## src/rtl/mem_arb_pkg.sv

```systemverilog
// Shared memory-port constants and the channel-id width helper.
// No logic; imported by the arbiter and its ID FIFO users.
package mem_arb_pkg;

    localparam logic M_XRD = 1'b0;
    localparam logic M_XWR = 1'b1;

    localparam logic [2:0] MT_X  = 3'd0;
    localparam logic [2:0] MT_B  = 3'd1;
    localparam logic [2:0] MT_H  = 3'd2;
    localparam logic [2:0] MT_W  = 3'd3;
    localparam logic [2:0] MT_BU = 3'd4;
    localparam logic [2:0] MT_HU = 3'd5;

    // A single channel still needs a 1-bit id so the FIFO has a real width.
    function automatic int idw(input int n);
        int w;
        w = $clog2(n);
        return (w < 1) ? 1 : w;
    endfunction

endpackage

```

## src/rtl/id_fifo.sv

```systemverilog
// In-order channel-id FIFO; push/pop take effect at the clock edge, head is read combinationally.
// No internal backpressure: the caller must not push when full_o or pop when empty_o.
module id_fifo #(
    parameter int W     = 2,
    parameter int DEPTH = 4
)(
    input  logic                       clk,
    input  logic                       rst_n,
    input  logic                       push_i,
    input  logic [W-1:0]               din_i,
    input  logic                       pop_i,
    output logic [W-1:0]               head_o,
    output logic                       full_o,
    output logic                       empty_o,
    output logic [$clog2(DEPTH+1)-1:0] count_o
);
    localparam int PW = $clog2(DEPTH);
    localparam int CW = $clog2(DEPTH+1);

    logic [W-1:0]  mem_q [DEPTH];
    logic [PW-1:0] wr_q, wr_d, rd_q, rd_d;
    logic [CW-1:0] cnt_q, cnt_d;

    assign full_o  = (cnt_q == CW'(DEPTH));
    assign empty_o = (cnt_q == '0);
    assign count_o = cnt_q;
    assign head_o  = mem_q[rd_q];

    // DEPTH is a power of two, so the pointers wrap by plain overflow.
    always_comb begin
        wr_d  = push_i ? wr_q + 1'b1 : wr_q;
        rd_d  = pop_i  ? rd_q + 1'b1 : rd_q;
        cnt_d = cnt_q;
        if (push_i && !pop_i)
            cnt_d = cnt_q + 1'b1;
        else if (!push_i && pop_i)
            cnt_d = cnt_q - 1'b1;
    end

    always_ff @(posedge clk or negedge rst_n) begin
        if (!rst_n) begin
            wr_q  <= '0;
            rd_q  <= '0;
            cnt_q <= '0;
        end else begin
            wr_q  <= wr_d;
            rd_q  <= rd_d;
            cnt_q <= cnt_d;
        end
    end

    always_ff @(posedge clk) begin
        if (push_i)
            mem_q[wr_q] <= din_i;
    end

endmodule

```

## src/rtl/mem_port_arb.sv

```systemverilog
// Round-robin arbiter of NCH requesters onto one memory port; request and response paths are zero-latency.
// A stalled grant is locked until accepted; new requests are refused while MAX_OUT responses are pending.
module mem_port_arb
    import mem_arb_pkg::*;
#(
    parameter int NCH     = 3,
    parameter int AW      = 32,
    parameter int DW      = 32,
    parameter int MAX_OUT = 4
)(
    input  logic                         clk,
    input  logic                         reset_n,
    input  logic [NCH-1:0]               cli_req_valid,
    output logic [NCH-1:0]               cli_req_ready,
    input  logic [NCH*AW-1:0]            cli_req_addr,
    input  logic [NCH*DW-1:0]            cli_req_data,
    input  logic [NCH-1:0]               cli_req_fcn,
    input  logic [NCH*3-1:0]             cli_req_typ,
    output logic [NCH-1:0]               cli_resp_valid,
    output logic [DW-1:0]                cli_resp_data,
    output logic                         mem_req_valid,
    input  logic                         mem_req_ready,
    output logic [AW-1:0]                mem_req_addr,
    output logic [DW-1:0]                mem_req_data,
    output logic                         mem_req_fcn,
    output logic [2:0]                   mem_req_typ,
    input  logic                         mem_resp_valid,
    input  logic [DW-1:0]                mem_resp_data,
    output logic [$clog2(MAX_OUT+1)-1:0] outstanding,
    output logic                         resp_err
);
    localparam int IW = idw(NCH);

    logic          en_q;
    logic          lock_q, lock_d;
    logic [IW-1:0] lock_id_q, lock_id_d;
    logic [IW-1:0] rr_q, rr_d;
    logic          err_q, err_d;
    logic [IW-1:0] scan_id, grant, head_id;
    logic          scan_found, gvld, accept, pop, full, empty;

    always_comb begin
        int idx;
        idx        = 0;
        scan_found = 1'b0;
        scan_id    = '0;
        for (int k = 0; k < NCH; k++) begin
            idx = (int'(rr_q) + k) % NCH;
            for (int i = 0; i < NCH; i++) begin
                if (!scan_found && i == idx && cli_req_valid[i]) begin
                    scan_found = 1'b1;
                    scan_id    = IW'(i);
                end
            end
        end

        grant        = lock_q ? lock_id_q : scan_id;
        gvld         = 1'b0;
        mem_req_addr = '0;
        mem_req_data = '0;
        mem_req_fcn  = M_XRD;
        mem_req_typ  = MT_X;
        for (int i = 0; i < NCH; i++) begin
            if (grant == IW'(i)) begin
                gvld         = cli_req_valid[i];
                mem_req_addr = cli_req_addr[i*AW +: AW];
                mem_req_data = cli_req_data[i*DW +: DW];
                mem_req_fcn  = cli_req_fcn[i];
                mem_req_typ  = cli_req_typ[i*3 +: 3];
            end
        end

        // Full is checked on the registered count, so a same-cycle pop never frees a slot early.
        mem_req_valid = en_q & gvld & ~full;
        accept        = mem_req_valid & mem_req_ready;
        pop           = en_q & mem_resp_valid & ~empty;

        cli_req_ready  = '0;
        cli_resp_valid = '0;
        for (int i = 0; i < NCH; i++) begin
            cli_req_ready[i]  = accept && (grant == IW'(i));
            cli_resp_valid[i] = pop && (head_id == IW'(i));
        end
        cli_resp_data = pop ? mem_resp_data : '0;
    end

    always_comb begin
        rr_d      = rr_q;
        lock_d    = lock_q;
        lock_id_d = lock_id_q;
        if (accept) begin
            rr_d   = (grant == IW'(NCH-1)) ? '0 : grant + 1'b1;
            lock_d = 1'b0;
        end else if (mem_req_valid) begin
            lock_d    = 1'b1;
            lock_id_d = grant;
        end
        err_d = err_q | (mem_resp_valid & empty);
    end

    always_ff @(posedge clk or negedge reset_n) begin
        if (!reset_n) begin
            en_q      <= 1'b0;
            rr_q      <= '0;
            lock_q    <= 1'b0;
            lock_id_q <= '0;
            err_q     <= 1'b0;
        end else begin
            en_q      <= 1'b1;
            rr_q      <= rr_d;
            lock_q    <= lock_d;
            lock_id_q <= lock_id_d;
            err_q     <= err_d;
        end
    end

    assign resp_err = err_q;

    id_fifo #(
        .W     (IW),
        .DEPTH (MAX_OUT)
    ) u_id_fifo (
        .clk     (clk),
        .rst_n   (reset_n),
        .push_i  (accept),
        .din_i   (grant),
        .pop_i   (pop),
        .head_o  (head_id),
        .full_o  (full),
        .empty_o (empty),
        .count_o (outstanding)
    );

endmodule

```

## config.mk

```make
export PLATFORM = sky130hd
export DESIGN_NAME = mem_port_arb
export DESIGN_NICKNAME = d
export VERILOG_FILES = /design/src/rtl/mem_arb_pkg.sv /design/src/rtl/id_fifo.sv /design/src/rtl/mem_port_arb.sv
export SDC_FILE = /design/constraint.sdc
export NUM_CORES = 1
export LEC_CHECK = 0
export ABC_AREA = 0
export BUFFER_PORTS_ARGS = -buffer_cell sky130_fd_sc_hd__buf_2
export CAP_MARGIN = 20
export CORE_AREA = 4 4 137 139
export DETAILED_ROUTE_END_ITERATION = 10
export DIE_AREA = 0 0 141 143
export PLACE_DENSITY = 0.48
export SETUP_SLACK_MARGIN = 0.5
export SYNTH_ARGS = -nofsm -noshare
export SYNTH_HDL_FRONTEND = slang
export SYNTH_SLANG_ARGS = --single-unit
```

## constraint.sdc

```tcl
create_clock -name clk -period 2.8 [get_ports clk]
set_input_delay 0.28 -clock clk [delete_from_list [all_inputs] [get_ports clk]]
set_output_delay 0.28 -clock clk [all_outputs]
set_load 0.02 [all_outputs]
```

**Yosys cells after proc, flatten, opt, wreduce, memory -nomap -nowiden**

Memory sizes are Yosys's and may differ from the RTL's.
Cells that the tools add are included.

- Bits in registers: 14
- Memory bits (writable): 8
- Bits of input ports: 243
- Output and inout bits: 111
- Logic and storage cells: 124
- Memories: 1

Memory list:

| name | depth | width | rd ports | clocked after Yosys merged registers in | wr ports | line | source |
|---|---|---|---|---|---|---|---|
| u_id_fifo.mem_q | 4 | 2 | 1 | 0 | 1 | id_fifo.sv:20 | `logic [W-1:0] mem_q [DEPTH];` |

- Add/subtract/negate cells: 7
- Div/mod/pow operators: 3
- Equal/unequal tests: 11
- Muxes and demuxes: 40
- Bitwise gates (word level): 10
- Reductions and logical operators: 44

Operator list:

| cell | count |
|---|---|
| two-way mux 32 bit | 7 |
| equality test 2 x 32 -> 1 bit, first input constant | 3 |
| equality test 3 x 32 -> 1 bit, first input constant | 3 |
| logical NOT 32 bit | 3 |
| modulo 32 x 3 -> 32 bit, second input constant | 2 |
| modulo 3 x 3 -> 32 bit, second input constant | 1 |
| logical AND 1 bit | 25 |
| two-way mux 1 bit | 19 |
| two-way mux 2 bit | 9 |
| two-way mux 3 bit | 5 |
| logical NOT 1 bit | 10 |
| adder 2 x 1 -> 2 bit, second input constant | 3 |
| bitwise AND 1 bit | 6 |
| equality test 2 x 1 -> 1 bit, second input constant | 2 |
| equality test 2 bit, second input constant | 2 |
| logical NOT 2 bit | 2 |
| nonzero test 2 bit | 2 |
| adder 2 x 1 -> 3 bit, second input constant | 1 |
| adder 2 x 2 -> 3 bit, second input constant | 1 |
| adder 3 x 1 -> 3 bit, second input constant | 1 |
| equality test 3 bit, second input constant | 1 |
| logical NOT 3 bit | 1 |
| NOT 1 bit | 3 |
| subtractor 3 x 1 -> 3 bit, second input constant | 1 |
| other kinds (2) | 2 |

**Logic depth before layout (Yosys ltp)**

- Depth in word-level cells: 48
- Gate-level depth with buffers: 12
- Depth with buffers taken out: 12

**By module**

From an unflattened synthesis, not the netlist that was laid out.

- Cell total of the unflattened synthesis: 369
- Area total of the unflattened synthesis: 2959.1 sq um

By module, submodules not included:

| module | times used | cells an instance | area an instance (sq um) | sequential area each (sq um) |
|---|---|---|---|---|
| mem_port_arb | 1 | 325 | 2275.9 | 175.2 |
| id_fifo | 1 | 44 | 683.2 | 415.4 |

**Least setup slack after synthesis**

Ideal clock, no wire load.

- Path kind: flip-flop to flip-flop
- Start: register rr_q[0]
- End: register u_id_fifo.cnt_q[2], in the netlist u_id_fifo.count_o[2]
- Library setup time: 80 ps
- Arrival: 2620 ps
- Required time: 2720 ps
- Setup slack: 100 ps
- Cell stages (with the launch flop): 13
- Buffers on the path: 0
- Period minus slack after synthesis: 2700 ps
- Cell sequence: dfrtp_1 -> inv_1 -> ha_1 -> o21ba_1 -> o2111ai_2 -> a211o_1 -> a21oi_4 -> ha_1 -> inv_1 -> fa_1 -> xor2_1 -> nor2_1 -> xnor2_1

- Word-level cells in the longest chain between the ends: 47
- Elaborated cells on any way between the ends: 70
- Those cells by class: add/sub: 2; div: 3; eq/ne: 8; mux: 21; bitwise: 3; reduce/logical: 33

RTL lines:

| what | line | source |
|---|---|---|
| from (decl) | mem_port_arb.sv:37 | `logic [IW-1:0] rr_q, rr_d;` |
| from (signal assigned) | mem_port_arb.sv:110 | `rr_q <= rr_d;` |
| branches (longest 35 deep; another with modulo 32 x 3 -> 32 bit) | - |  |
| two-way mux 2 bit (*) | mem_port_arb.sv:50 | `if (!scan_found && i == idx && cli_req_valid[i]) begin` |
| two-way mux 2 bit (*) | mem_port_arb.sv:57 | `grant = lock_q ? lock_id_q : scan_id;` |
| logical NOT 2 bit | mem_port_arb.sv:64 | `if (grant == IW'(i)) begin` |
| two-way mux 1 bit (2 in series) | mem_port_arb.sv:64 |  |
| two-way mux 1 bit (*) | mem_port_arb.sv:64 |  |
| bitwise AND 1 bit (*) (2 in series) | mem_port_arb.sv:74 | `mem_req_valid = en_q & gvld & ~full;` |
| bitwise AND 1 bit (*) | mem_port_arb.sv:75 | `accept = mem_req_valid & mem_req_ready;` |
| net accept | mem_port_arb.sv:40 | `logic scan_found, gvld, accept, pop, full, empty;` |
| logical NOT 1 bit | id_fifo.sv:36 | `else if (!push_i && pop_i)` |
| logical AND 1 bit | id_fifo.sv:36 |  |
| nonzero test 2 bit (no source line) | - |  |
| to (signal assigned) | id_fifo.sv:48 | `cnt_q <= cnt_d;` |
| to (decl) | id_fifo.sv:22 | `logic [CW-1:0] cnt_q, cnt_d;` |

Mark *: on every way through the listed nets, which the timed path passes.
A chain may end at the register's enable or synchronous reset.

**Final worst setup path**

- Start: register rr_q[1]
- End: output mem_req_addr[8]

- Word-level cells in the longest chain between the ends: 41
- Elaborated cells on any way between the ends: 62
- Those cells by class: add/sub: 2; div: 3; eq/ne: 8; mux: 20; reduce/logical: 29

RTL lines:

| what | line | source |
|---|---|---|
| branches (longest 35 deep; another with modulo 32 x 3 -> 32 bit) | - |  |
| two-way mux 2 bit (*) | mem_port_arb.sv:50 |  |
| two-way mux 2 bit (*) | mem_port_arb.sv:57 |  |
| logical NOT 2 bit | mem_port_arb.sv:64 |  |
| two-way mux 32 bit (2 in series) | mem_port_arb.sv:64 |  |
| two-way mux 32 bit (*) | mem_port_arb.sv:64 |  |
| to (decl) | mem_port_arb.sv:23 | `output logic [AW-1:0] mem_req_addr,` |

Every way passes the cells marked *.

==> metrics.csv <==
stage,metric,value,unit
outcome,status,finished clean,
synthesis,synthDistinctLibCells,44,
worst_hold_path,min_to,lock_q,
power_and_ir_drop,p_clk_frac,0.047,
cells_and_area,drive_above_1_share,0.723,
worst_hold_path,min_from,mem_req_ready,
critical_path,critPathMaxFanout,5,
critical_path,reg2reg_from,rr_q[0],
clocking,clock-sinks,22,
critical_path,crit_path_end_kind,output port,
cells_and_area,area_growth,130,%
synthesis,synthArstFlopShare,0.636,
place,placed_area,0.00500,mm2
sta,timing.hold.ws,0.261,ns
sta,finalHoldViolCount,0,
grt,grt_first_pass_wirelength,22.1,mm
sta,worst_slew_margin_rel,0.661,
power_and_ir_drop,swShare,0.484,
synthesis,synth_common_cells,"77 x nand2_1, 69 x mux2i_1, 68 x o21ai_1, 36 x and2_1",
route,drtIter0Drc,85,
floorplanning,row_count,49,
critical_path,arrival,2.47,ns
cells_and_area,final_util,0.373,
grt,grt.total_usage,0.141,
power_and_ir_drop,combinationalPowerShare,0.886,
route,route.detailed.drc,0,
synthesis,synth_seq_cells,22,
grt,grt_max_degree,34,
floorplanning,fp.dieW,141,um
route,dr.pass1.iters,4,
critical_path,r2r-end,u_id_fifo.count_o[2],
power_and_ir_drop,p_switching,4.12,mW
synthesis,synth.top_cells.by_area,"mux2i_1 24%, dfrtp_1 12%, o21ai_1 12%",
route,viasPerCell,4.23,
clocking,htree_num_levels,1,
synthesis,ys_seq_area_frac,0.207,
clocking,cts_buffers,3,
critical_path,r2r.worst_path.cells,12,
synthesis,netlist_instances,364,
power_and_ir_drop,p_leak,3.31,nW
sta,fin_skew,0.00232,ns
critical_path,crit_family,buffers and inverters,
sta,setup_viol,0,
sta,period_share,0.982,
synthesis,syn_area_per_cell,7.85,um2
sta,setup_tns,0,ns
flow_run,drv_cap,0,
sta,min_period,2.75,ns
floorplanning,core-area,0.0177,mm2
synthesis,ys.flop_type,dfrtp_1,
floorplanning,fp.dieH,143,um
synthesis,synth_top_area_cell,mux2i_1,
clocking,clkTransAtPathRegs,0.06,ns
route,wirelength,17.3,mm
sta,rsz0062_at_grt,yes,
place,portBuffers,353,
sta,fmax,364,MHz
worst_hold_path,whs_path_depth,2,
power_and_ir_drop,seq_power_share,0.066,
cells_and_area,layout.nets,1002,
sta,finalMaxSlewViolations,0,
critical_path,path_buf_inv,5,
cells_and_area,fin_area,0.00658,mm2
grt,first_global_vias,3989,
clocking,root_buffer,clkbuf_16,
critical_path,crit_chain,ha_4 > nand2b_4 > a211oi_4 > buf_4 > nor2_4 > buf_12 > clkinv_8 > buf_6 > mux2i_2 > o21ai_2 > buf_6,
floorplanning,io-pin-count,354,
critical_path,max_stage_delay,0.42,ns
critical_path,cp-start-kind,register,
place,dp_hpwl,13.1,mm
worst_hold_path,hp-class,input pin to register,
critical_path,crit_type,register to output port,
synthesis,synth_edf_count,8,
synthesis,syn_area,0.00286,mm2
power_and_ir_drop,p_per_area,1290,mW/mm2
floorplanning,start_util,0.162,
critical_path,required,2.52,ns
critical_path,reg2reg_slack,0.17,ns
critical_path,worst_path_most_repeated_cell,buf_6,
critical_path,crit_slowest_cell,dfrtp_1,
synthesis,netlist.area_leader.share,0.242,
clocking,cts_tree,yes,
grt,grt_overflow,0,
route,antenna_left,0,
synthesis,synth_fp_nets,615,
synthesis,synth_most_common_cell,nand2_1,
power_and_ir_drop,p_int,4.39,mW
clocking,worstSkewPairLatency,0.26,ns
route,wl_per_cell,17.7,um
sta,worst_pin_slew,0.505,ns
grt,antenna_found_initial,2,
route,num_vias,4150,
clocking,clockBufferDepth,2,
synthesis,yosysWarnings,0,
floorplanning,die_area,0.0202,mm2
place,gp_congestion,0.825,
power_and_ir_drop,irDropWorstVdd,652,uV
## worst max path at each step
| stage | startpoint | endpoint | slack (ns) | cells past startpoint |
|---|---|---|---|---|
| 6_report | rr_q[1] | mem_req_addr[8] | 0.05 | 11 |
| 4_1_cts | rr_q[0] | mem_req_fcn | 0.09 | 11 |
| 2_1_floorplan | rr_q[0] | u_id_fifo.count_o[2] | 0.23 | 12 |
| 5_1_grt | rr_q[1] | mem_req_addr[8] | -0.01 | 11 |
| 3_3_place_gp | rr_q[0] | mem_req_addr[11] | 0.15 | 10 |
| 3_5_place_dp | rr_q[0] | mem_req_addr[11] | 0.14 | 10 |
## state kept, by name, summed over array words and instances, names as in the netlist
register,cells
lock_id_q,2
u_id_fifo.mem_q,8
resp_err,1
u_id_fifo.rd_q,2
rr_q,2
u_id_fifo.wr_q,2
lock_q,1
u_id_fifo.count_o,3
en_q,1
## cell type report
class	count	area (um2)
Sequential cell	22	591
Timing Repair inverter	2	32.5
Clock buffer	3	75.1
Multi-Input combinational cell	306	2670
Antenna cell	1	2.50
Clock inverter	1	30.0
Fill cell	1832	11100
Inverter	11	53.8
Tap cell	229	287
Timing Repair Buffer	405	2840
## kinds of logic after synthesis
group / count (synthesis) / share of synthesized area
other: 1 / 0.00131
AND/OR/NAND/NOR: 129 / 0.211
flip-flops: 22 / 0.207
AO/OA/AOI/OAI: 88 / 0.185
multiplexers: 74 / 0.270
buffers and inverters: 36 / 0.0700
XOR/XNOR: 6 / 0.0184
adder cells (fa/ha/maj): 8 / 0.0376
## worst reg2reg max path, cell delays in order, from the launching register on
cell and delay (ns):
dfrtp_1 0.39, inv_2 0.07, ha_4 0.21, o21ba_4 0.20
o2111ai_4 0.28, o211ai_2 0.23, a21oi_4 0.23, ha_4 0.16
inv_2 0.04, fa_2 0.34, xor2_1 0.14, nor2_1 0.14
xnor2_1 0.13
## through the flow
| stage | power, mW | setup slack [ns] | std cells |
|---|---|---|---|
| 2_1_floorplan | 3.77 | 0.229 | 364 |
| 3_3_place_gp | 5.53 | 0.154 | 943 |
| 3_5_place_dp | 5.54 | 0.141 | 943 |
| 4_1_cts | 6.62 | 0.0867 | 957 |
| 5_1_grt | 8.97 | -0.00959 | 980 |
| 6_report | 8.51 | 0.0497 | 980 |
## metal layers
| metal | up-vias | GRT usage | part of all wire |
|---|---|---|---|
| met3 | 17 | 0.0308 | 0.079 |
| li1 | 2046 | - | - |
| met2 | 218 | 0.260 | 0.52 |
| met1 | 1869 | 0.158 | 0.37 |
| met5 | - | 0 | 0 |
| met4 | 0 | 0.0546 | 0.028 |
## power by group through the flow
| stage | Combinational [mW] | Sequential (mW) | Clock [mW] |
|---|---|---|---|
| final | 7.54 | 0.564 | 0.404 |
| after global routing | 7.96 | 0.580 | 0.424 |
| after CTS | 5.64 | 0.572 | 0.414 |
| after detailed placement | 4.96 | 0.580 | 0 |
| after global placement | 4.95 | 0.578 | 0 |
| after floorplan | 3.18 | 0.590 | 0 |
## repair_timing
item / 4_1_cts / 5_1_grt
endpoints found under the hold margin: 14 / 0
hold buffers: 1 / 0
endpoints found under the setup margin: 74 / 84
gates resized for setup: 67 / 228
buffers inserted: 6 / 12
pin swaps: 3 / 34
cloned: 3 / 10
## placed cells by master, fill, tap and decap left out, types with 3 or more instances in the layout
master       n
inv_1        8
and2_1      36
o21ai_1     32
nand2_2     28
nor2_1       5
edfxtp_1     8
buf_2      285
nand2_4     20
mux2i_4      5
ha_1         4
xnor2_1      5
mux2i_1     49
nand2b_4     3
buf_4       46
nand2_1     28
o21ai_2     37
buf_16       3
dfrtp_1     14
mux2i_2     15
clkbuf_16   11
buf_8        5
buf_6       50
buf_12       7
No activity file was read; power rests on OpenSTA's default activity.
